File: config.mk
export PLATFORM = sky130hd
export DESIGN_NAME = shift_step_sequencer
export DESIGN_NICKNAME = d
export VERILOG_FILES = /design/src/rtl/shift_step_sequencer.sv
export SDC_FILE = /design/constraint.sdc
export NUM_CORES = 1
export LEC_CHECK = 0
export CAP_MARGIN = 20
export CORE_ASPECT_RATIO = 0.7
export CORE_MARGIN = 10
export CORE_UTILIZATION = 40
export CTS_CLUSTER_SIZE = 8
export DETAILED_ROUTE_END_ITERATION = 12
export HOLD_SLACK_MARGIN = 0.12
export PLACE_DENSITY = 0.78
export SETUP_SLACK_MARGIN = 0.4
export SLEW_MARGIN = 10
export SYNTH_ARGS = -nofsm -noshare
export SYNTH_HDL_FRONTEND = slang
export SYNTH_SLANG_ARGS = --single-unit
File: constraint.sdc
create_clock -name clk -period 2.41 [get_ports clk]
set_input_delay 0.3615 -clock clk [delete_from_list [all_inputs] [get_ports clk]]
set_output_delay 0.3615 -clock clk [all_outputs]
set_load 0.01 [all_outputs]
File: src/rtl/shift_step_sequencer.sv
// Multi-cycle front end for the 8-bit combinational shifter: applies a 0..31
// position shift as chunks of at most 8 and returns the result over valid/ready.
module shift_step_sequencer #(
   parameter int WIDTH = 8,
   parameter int AMT_W = 5
) (
   input  logic             clk,
   input  logic             nrst,
   input  logic             in_valid,
   output logic             in_ready,
   input  logic [WIDTH-1:0] in_data,
   input  logic [AMT_W-1:0] in_amt,
   input  logic             in_lr,
   input  logic             in_ar,
   input  logic             in_rot,
   output logic [WIDTH-1:0] sh_i,
   output logic [3:0]       sh_n,
   output logic             sh_lr,
   output logic             sh_ar,
   output logic             sh_rot,
   input  logic [WIDTH-1:0] sh_o,
   output logic             out_valid,
   input  logic             out_ready,
   output logic [WIDTH-1:0] out_data,
   output logic             busy
);

   localparam logic [1:0] S_IDLE = 2'd0;
   localparam logic [1:0] S_STEP = 2'd1;
   localparam logic [1:0] S_DONE = 2'd2;

   localparam logic [AMT_W-1:0] MAX_CHUNK = AMT_W'(8);

   logic [1:0]       state;
   logic [WIDTH-1:0] work;
   logic [AMT_W-1:0] remaining;
   logic             lr_q;
   logic             ar_q;
   logic             rot_q;

   logic             accept;
   logic [AMT_W-1:0] eff_amt;
   logic [AMT_W-1:0] rem_next;
   logic [3:0]       chunk;

   assign in_ready  = (state == S_IDLE);
   assign accept    = in_valid & in_ready;
   assign busy      = (state != S_IDLE);
   assign out_valid = (state == S_DONE);
   assign out_data  = (state == S_DONE) ? work : '0;

   // Outside STEP the shifter sees a zero amount, so sh_o simply mirrors work.
   assign sh_i   = work;
   assign sh_n   = (state == S_STEP) ? chunk : 4'd0;
   assign sh_lr  = lr_q;
   assign sh_ar  = ar_q;
   assign sh_rot = rot_q;

   // NOTE: every variable written here gets a default first, so no path can
   // leave it holding its old value and infer a latch.
   always_comb begin
      chunk = remaining[3:0];
      if (remaining > MAX_CHUNK) begin
         chunk = 4'd8;
      end
      // A rotate by a multiple of 8 is the identity, so only the low bits matter.
      eff_amt = in_amt;
      if (in_rot) begin
         eff_amt = {{(AMT_W-3){1'b0}}, in_amt[2:0]};
      end
      rem_next = remaining - AMT_W'(chunk);
   end

   // NOTE: sequential state is updated with non-blocking assignments so every
   // register samples the pre-edge values, independent of statement order.
   always_ff @(posedge clk or negedge nrst) begin
      if (!nrst) begin
         state     <= S_IDLE;
         work      <= '0;
         remaining <= '0;
         lr_q      <= 1'b0;
         ar_q      <= 1'b0;
         rot_q     <= 1'b0;
      end else begin
         case (state)
            S_IDLE: begin
               if (accept) begin
                  work      <= in_data;
                  remaining <= eff_amt;
                  lr_q      <= in_lr;
                  ar_q      <= in_ar;
                  rot_q     <= in_rot;
                  state     <= (eff_amt != '0) ? S_STEP : S_DONE;
               end
            end
            S_STEP: begin
               work      <= sh_o;
               remaining <= rem_next;
               if (rem_next == '0) begin
                  state <= S_DONE;
               end
            end
            S_DONE: begin
               if (out_ready) begin
                  state <= S_IDLE;
               end
            end
            default: begin
               state <= S_IDLE;
            end
         endcase
      end
   end

endmodule

After elaboration in Yosys (flattened, before gate mapping). Index checks and enable logic that the tools add are counted.

Input port bits: 28. Register bits after elaboration: 18. Word-level logic and storage cells: 35.

Magnitude comparators: 1. Reductions and logical operators: 8. Mux-type cells: 13. Bitwise gates (word level): 1. Equality and inequality tests: 5. $add $sub $neg: 1.

Operator list (count): 8-bit two-way mux (2); 8-bit case mux with 2 select lines (1); 5-bit two-way mux (2); 5-bit case mux with 2 select lines (1); 2-bit two-way mux (4); 4-bit two-way mux (2); 2-bit by 1-bit != test with 1-bit output (second input constant) (3); 2-bit case mux with 3 select lines (1); 5-bit by 4-bit greater-than comparator with 1-bit output (second input constant) (1); 5-bit zero test (1); 5-bit nonzero test (1); 5-bit by 4-bit subtractor with 5-bit output (1); 2-bit AND reduction (2); 2-bit nonzero test (2); 3-bit AND reduction (1); 2-bit by 1-bit equality test with 1-bit output (second input constant) (1); 2-bit equality test (second input constant) (1); 2-bit zero test (1); 1-bit AND (1).

Longest topological paths before layout. Gate-level depths: netlist (run 1).

Depth in word-level cells: 6. Mapped depth: 6. Depth with buffers taken out: 5.

Worst setup path after synthesis (run 1). OpenSTA, ideal clock, no wires.

Path kind: reg2reg. Start point: register remaining[3]. End point: register remaining[4]. Stages on the path, launching flop included: 7. Arrival time: 1.621 ns. Clock period less this slack: 1.745 ns. Data required time: 2.286 ns. Slack: 0.665 ns. Library setup time: 0.124 ns. Cells stage by stage: dfrtp_1 > buf_2 > o21ai_0 > ha_1 > or3_1 > a22o_1 > o31a_1.

Longest elaborated chain between the ends: 4.

RTL lines: from (decl) (RTL line 36) `logic [AMT_W-1:0] remaining;`; from (signal assigned) (RTL line 89) `remaining <= eff_amt;`; from (signal assigned) (RTL line 98) `remaining <= rem_next;`; 5-bit by 4-bit greater-than comparator with 1-bit output (RTL line 63) `if (remaining > MAX_CHUNK) begin`; 4-bit two-way mux (RTL line 63); 5-bit by 4-bit subtractor with 5-bit output * (RTL line 71) `rem_next = remaining - AMT_W'(chunk);`; 5-bit case mux with 2 select lines * (RTL line 85) `case (state)`.

Mark *: on every way between the ends. The rest lies on a longest branch, timed or not. A chain may end at the register's enable or synchronous reset.

Worst setup path in the final report (run 1).
Start point: register state[0]. End point: output busy.

Longest elaborated chain between the ends: 1.

RTL lines: from (decl) (RTL line 34) `logic [1:0] state;`; from (signal assigned) (RTL line 93) `state <= (eff_amt != '0) ? S_STEP : S_DONE;`; 2-bit nonzero test (RTL line 48) `assign busy = (state != S_IDLE);`; to (decl) (RTL line 25) `output logic busy`.

Every way passes these cells.

==> out/metrics.yaml, run 1 <==
status: "finished clean"
finalHoldViolCount: 0
htreeDepth: 1
reg2reg_depth: 5
avgViaCountPerCell: 5.280
fin_crit_sh_pct: 83.41
timing.final.crit_period_ns: 2.010
clk_latency_ns: 0.25
crit_type: "reg2out"
cts_tree: "yes"
crit_path_start: "state[0]$_DFFE_PN0P_"
root_buffer: "clkbuf_8"
rrSetupSlack_ns: 0.48
maxSlewHeadroom_pct: 62.05
syn_nets: 146
p_leak_nw: 0.9178
die_width_um: 83.17
placed_cells: 200
post_drt_wl_per_cell_um: 16.32
tightest_slew_ns: 0.5681
min_path_type: "in2async"
dieHeight_um: 64.22
remaining_drc_errors: 0
crit_end: "busy"
grt_pass1_vias: 1234
cts_hold_repair.buffers: 0
critPathLaunchType: "register"
io_pins: 54
max_cap_viol_count: 0
layout-drive-gt1-share_pct: 17.51
powerDensity_nw_per_um2: 1097
regArea_sq_um: 454.2
num_rows: 15
die-area_sq_um: 5341
final_cell_count_no_fill: 211
worstPathMaxFanout: 4
endpoint_kind: "output pin"
ir_worst_vdd_v: 0.0005418
cts.clk_slew.worst_paths_ns: 0.07
core-area_sq_um: 2571
fin_tns_setup_ns: 0
r2r_start: "remaining[4]$_DFFE_PN0P_"
nets: 207
postSynthAreaPerCell_sq_um: 9.550
io_buffers: 53
final_common_cell: "clkdlybuf4s50_1"
area_growth_pct: 62.49
slew_viol_final: 0
multi_input_area_sq_um: 614.3
dp_hpwl_um: 2599
numCtsBuffers: 3
nFillCells: 185
rsz0062_at_grt: "yes"
clkSinkCount: 18
synth-seq-cells: 18
hold_ws_ns: 0.4381
grt_overflow_total: 0
ant_nets: 0
first_pass_iters: 4
rr_endpoint: "remaining[4]$_DFFE_PN0P_"
final_cell_mix: "clkdlybuf4s50_1 (40), dfrtp_1 (15), o21ai_0 (12)"
cp.required_ns: 2.05
gp_congestion: 0.9498
routed-via-count: 1114
ctsLongestPathBuffers: 2
track_usage_pct: 12.60
drt_wl_total_um: 3444
ys_seq_area_share_pct: 40.31
n_antenna_cell: 0
grt_max_degree: 19
grt_pass1_wl_um: 5706
antenna_found_initial: 0
arrival_ns: 1.65
start_util_pct: 43.46
setup_viol: 0
netlist_area_sq_um: 1117
synthDistinctLibCells: 42
finalClockSkew_ns: 0.005265
ys_warn_count: 0
drtIter0Drc: 71
synth_cells: 117
clock.fmax_mhz: 497.5
## what timing repair did
action | 4_1_cts | 5_1_grt
cloned | 0 | 0
gates resized for setup | 13 | 7
buffers inserted | 5 | 2
endpoints found under the hold margin | 0 | 0
endpoints found under the setup margin | 14 | 7
## how the worst min path moves through the flow
stage | from | to | slack (ns) | cells after the start
after floorplan | nrst | remaining[0]$_DFFE_PN0P_ | 0.07 | 0
after global placement | sh_i[3]$_DFFE_PN0P_ | sh_i[3]$_DFFE_PN0P_ | 0.48 | 2
after detailed placement | sh_i[4]$_DFFE_PN0P_ | sh_i[4]$_DFFE_PN0P_ | 0.48 | 2
after CTS | nrst | remaining[2]$_DFFE_PN0P_ | 0.45 | 2
after global routing | nrst | remaining[2]$_DFFE_PN0P_ | 0.45 | 2
final | nrst | remaining[2]$_DFFE_PN0P_ | 0.44 | 2
## critical path, stage by stage, from the launching register on
cell,delay [ns]
dfrtp_2,0.44
buf_4,0.16
or2_2,0.30
clkdlybuf4s50_1,0.49
## per-stage QoR
stage / worst slack [ns] / area (sq um) / power [mW] / utilization, %
global route: 0.3590 / 1815 / 2.141 / 70.61
finish: 0.3998 / 1815 / 1.991 / 70.61
CTS: 0.3269 / 1780 / 1.977 / 69.25
floorplan: 0.6647 / 1117 / 1.208 / -
global placement: 0.4574 / 1684 / 1.668 / 65.50
detailed placement: 0.3635 / 1684 / 1.696 / 65.50
## layer usage
metal / GRT usage [%] / vias up / wire length [um]
met2: 20.77 / 55 / 1528
li1: - / 538 / -
met1: 13.76 / 515 / 1476
met3: 7.215 / 6 / 409
met5: 0 / - / 0
met4: 3.178 / 0 / 29
## power by group
group | total [mW] | switching, mW | internal (mW)
clock | 0.247 | 0.102 | 0.145
combinational | 1.14 | 0.507 | 0.629
sequential | 0.608 | 0.155 | 0.453
## area by class of cell
cell class              instances  share of cell area, %
clock buffers                   4                  3.032
inverters                       5                  1.034
multi-input cells              85                  33.84
flip-flops and latches         18                  25.02
well taps                      34                  2.343
repair buffers                 65                  34.73
## registers in the layout (all words and copies together) (netlist names)
name and count:
state 2, sh_i 8, remaining 5, sh_lr 1, sh_ar 1, sh_rot 1
## synthesized netlist by cell type
| library cell | n | area [sq um] |
|---|---|---|
| dfrtp_1 | 18 | 450.4 |
| o21ai_0 | 12 | 60.06 |
| nand2_1 | 11 | 41.29 |
| mux2i_1 | 10 | 100.1 |
| and2_1 | 8 | 50.05 |
| buf_2 | 5 | 25.02 |
| inv_1 | 5 | 18.77 |
| and3_1 | 3 | 18.77 |
| clkbuf_1 | 3 | 11.26 |
| mux2_2 | 3 | 33.78 |
| nand2b_1 | 3 | 18.77 |
| o21ai_1 | 3 | 15.01 |
| nor2_1 | 2 | 7.510 |
| nor2b_1 | 2 | 12.51 |
| o21bai_1 | 2 | 15.01 |
| a21bo_2 | 1 | 10.01 |
| a21oi_1 | 1 | 5.000 |
| a221o_1 | 1 | 10.01 |
| a221oi_1 | 1 | 8.760 |
| a221oi_2 | 1 | 15.01 |
| a22o_1 | 1 | 8.760 |
| a31oi_1 | 1 | 6.260 |
| a32oi_1 | 1 | 8.760 |
| and3_2 | 1 | 7.510 |
| and4b_1 | 1 | 10.01 |
| buf_4 | 1 | 7.510 |
| conb_1 | 1 | 3.750 |
| ha_1 | 1 | 12.51 |
| nand3b_1 | 1 | 7.510 |
| nor3_1 | 1 | 5.000 |
| nor3b_2 | 1 | 12.51 |
| nor4b_2 | 1 | 15.01 |
| nor4bb_1 | 1 | 10.01 |
| o2111a_1 | 1 | 11.26 |
| o2111ai_1 | 1 | 8.760 |
| o21a_1 | 1 | 7.510 |
| o221ai_1 | 1 | 8.760 |
| o22a_2 | 1 | 10.01 |
| o31a_1 | 1 | 8.760 |
| o31ai_1 | 1 | 7.510 |
| or2_2 | 1 | 6.260 |
| or3_1 | 1 | 6.260 |
## cells by family after synthesis
family	after synthesis	synth area share [%]
AOI/OAI and AO/OA	32	20.16
adders and majority gates	1	1.120
buffers and inverters	14	5.599
DFF	18	40.31
muxes	13	11.98
other	1	0.3356
and+or+nand+nor	38	20.49
No activity file was read; power rests on OpenSTA's default activity.
==> inputs of run 2 (changes only) <==
==> constraint.sdc (replaced) <==
create_clock -name clk -period 2.05 [get_ports clk]
set_input_delay 0.3075 -clock clk [delete_from_list [all_inputs] [get_ports clk]]
set_output_delay 0.3075 -clock clk [all_outputs]
set_load 0.01 [all_outputs]
==> out/metrics.yaml, run 2 (synthesis gave the netlist of run 1 again) <==
core-area_sq_um: 2571  # unchanged
hold_ws_ns: 0.3701  # was 0.4381 ns
antenna_found_initial: 0  # unchanged
numCtsBuffers: 3  # unchanged
ant_nets: 0  # unchanged
fin_crit_sh_pct: 85.32
final_cell_mix: "clkdlybuf4s50_1 (38), buf_4 (19), buf_6 (16)"  # was clkdlybuf4s50_1 (40), dfrtp_1 (15), o21ai_0 (12)
dp_hpwl_um: 2671  # was 2599 um
setup_viol: 0  # unchanged
arrival_ns: 1.44  # was 1.65 ns
avgViaCountPerCell: 5.491  # was 5.280
io_pins: 54  # unchanged
grt_overflow_total: 0  # unchanged
nets: 220  # was 207
min_path_type: "in2async"  # unchanged
dpl_worst_slack_ns: 0.2040  # was 0.3635 ns
area_growth_pct: 82.75  # was 62.49%
remaining_drc_errors: 0  # unchanged
p_seq_share_pct: 25.2  # was 30.5%
clock.fmax_mhz: 571.8
n_antenna_cell: 0  # unchanged
reg2reg_depth: 6  # was 5
final_common_cell: "clkdlybuf4s50_1"  # unchanged
io_buffers: 53  # unchanged
p_comb_share_pct: 64.3  # was 57.0%
dieHeight_um: 64.22  # unchanged
regArea_sq_um: 454.2  # unchanged
layout-drive-gt1-share_pct: 38.95  # was 17.51%
num_rows: 15  # unchanged
powerDensity_nw_per_um2: 1367  # was 1097 nW/um^2
first_pass_iters: 4  # unchanged
post_drt_wl_per_cell_um: 19.51  # was 16.32 um
endpoint_kind: "output pin"  # unchanged
switching_power_mw: 1.115  # was 0.7649 mW
cp.required_ns: 1.74  # was 2.05 ns
clkSinkCount: 18  # unchanged
track_usage_pct: 14.37  # was 12.60%
gp_congestion: 0.9131  # was 0.9498
grt_pass1_vias: 1310  # was 1234
status: "finished clean"  # unchanged
slew_viol_final: 0  # unchanged
clk_latency_ns: 0.26  # was 0.25 ns
rr_endpoint: "remaining[4]$_DFFE_PN0P_"  # unchanged
start_util_pct: 43.46  # unchanged
htreeDepth: 1  # unchanged
die-area_sq_um: 5341  # unchanged
fin_tns_setup_ns: 0  # unchanged
nFillCells: 149  # was 185
drt_wl_total_um: 4370  # was 3444 um
finalClockSkew_ns: 0.005643  # was 0.005265 ns
grt_pass1_wl_um: 6368  # was 5706 um
layout_setup_ws_ns: 0.3010  # was 0.3998 ns
ir_worst_vdd_v: 0.0007382  # was 0.0005418 V
r2r_start: "remaining[3]$_DFFE_PN0P_"  # was remaining[4]$_DFFE_PN0P_
root_buffer: "clkbuf_8"  # unchanged
p_leak_nw: 0.9460  # was 0.9178 nW
cts_tree: "yes"  # unchanged
rsz0062_at_grt: "yes"  # unchanged
cts.clk_slew.worst_paths_ns: 0.07  # about the same
timing.final.crit_period_ns: 1.749
routed-via-count: 1230  # was 1114
max_cap_viol_count: 0  # unchanged
placed_cells: 202  # was 200
worstPathMaxFanout: 5  # was 4
rrSetupSlack_ns: 0.33  # was 0.48 ns
p_sw_share_pct: 39.95  # was 38.41%
die_width_um: 83.17  # unchanged
ctsLongestPathBuffers: 2  # unchanged
grt_max_degree: 25  # was 19
pwr-share-clk_pct: 10.5  # was 12.4%
finalHoldViolCount: 0  # unchanged
largest_reg_flops: 8  # unchanged
power.internal_mw: 1.676  # was 1.226 mW
final_cell_count_no_fill: 224  # was 211
crit_type: "reg2out"  # unchanged
multi_input_area_sq_um: 728.2  # was 614.3 sq um
drtIter0Drc: 88  # was 71
critPathLaunchType: "register"  # unchanged
-- run 2: through the flow --
stage	utilization (%)	instance area [sq um]	power, mW
4_1_cts	74.06	1904	2.523
6_report	79.42	2042	2.792
2_1_floorplan	-	1125	1.434
3_3_place_gp	66.18	1702	1.996
5_1_grt	79.42	2042	2.958
3_5_place_dp	66.18	1702	2.029
-- run 2: area by class of cell --
cell class              instances  area share [%]
repair buffers                 78           36.40
multi-input cells              85           35.66
flip-flops and latches         18           22.24
clock buffers                   4           2.696
well taps                      34           2.083
inverters                       5          0.9191
-- run 2: worst max-delay path by stage --
stage | startpoint | to | slack, ns | cells after the start
after global routing | state[0]$_DFFE_PN0P_ | out_data[1] | 0.27 | 6
after detailed placement | remaining[3]$_DFFE_PN0P_ | remaining[4]$_DFFE_PN0P_ | 0.20 | 5
after CTS | state[0]$_DFFE_PN0P_ | sh_n[1] | 0.19 | 3
after floorplan | state[1]$_DFFE_PN0P_ | out_data[0] | 0.61 | 4
after global placement | remaining[3]$_DFFE_PN0P_ | remaining[4]$_DFFE_PN0P_ | 0.28 | 5
final | state[1]$_DFFE_PN0P_ | out_data[1] | 0.30 | 6
-- run 2: worst max-delay path, stage by stage, from the launching register on --
cell     delay [ns]
dfrtp_2        0.42
buf_6          0.13
nor2b_4        0.13
buf_6          0.12
buf_4          0.13
and2_4         0.15
buf_6          0.11
-- run 2: power by group through the flow --
stage                     logic, mW  registers (mW)  clock network (mW)
after global routing           1.92           0.721               0.313
after CTS                      1.55           0.675               0.295
after global placement         1.31           0.691                   0
after floorplan               0.750           0.685                   0
after detailed placement       1.34           0.694                   0
final                          1.79           0.703               0.294
-- run 2: repair_timing --
item | in CTS | in global routing
setup buffers | 12 | 5
pin swaps | 3 | 5
endpoints found under the setup margin | 19 | 18
hold buffers | 0 | 0
gates resized for setup | 57 | 44
cloned | 0 | 1
-- run 2: metal layers --
| metal | up-vias | track usage [%] | part of all wire (%) | wire length, um |
|---|---|---|---|---|
| met4 | 0 | 7.839 | 2.6 | 113 |
| li1 | 563 | - | - | - |
| met3 | 14 | 7.722 | 11 | 483 |
| met1 | 578 | 15.56 | 40 | 1758 |
| met5 | - | 0 | 0 | 0 |
| met2 | 75 | 22.31 | 46 | 2015 |
==> inputs of run 3 (changes only) <==
--- a/config.mk
+++ b/config.mk
@@ -11,6 +11,7 @@
 export CORE_UTILIZATION = 40
 export CTS_CLUSTER_SIZE = 8
 export DETAILED_ROUTE_END_ITERATION = 12
+export GPL_ROUTABILITY_DRIVEN = 0
 export HOLD_SLACK_MARGIN = 0.12
 export PLACE_DENSITY = 0.78
 export SETUP_SLACK_MARGIN = 0.4
==> results of run 3 <==
Final layout, timing and power as in run 2 (identical DEF).
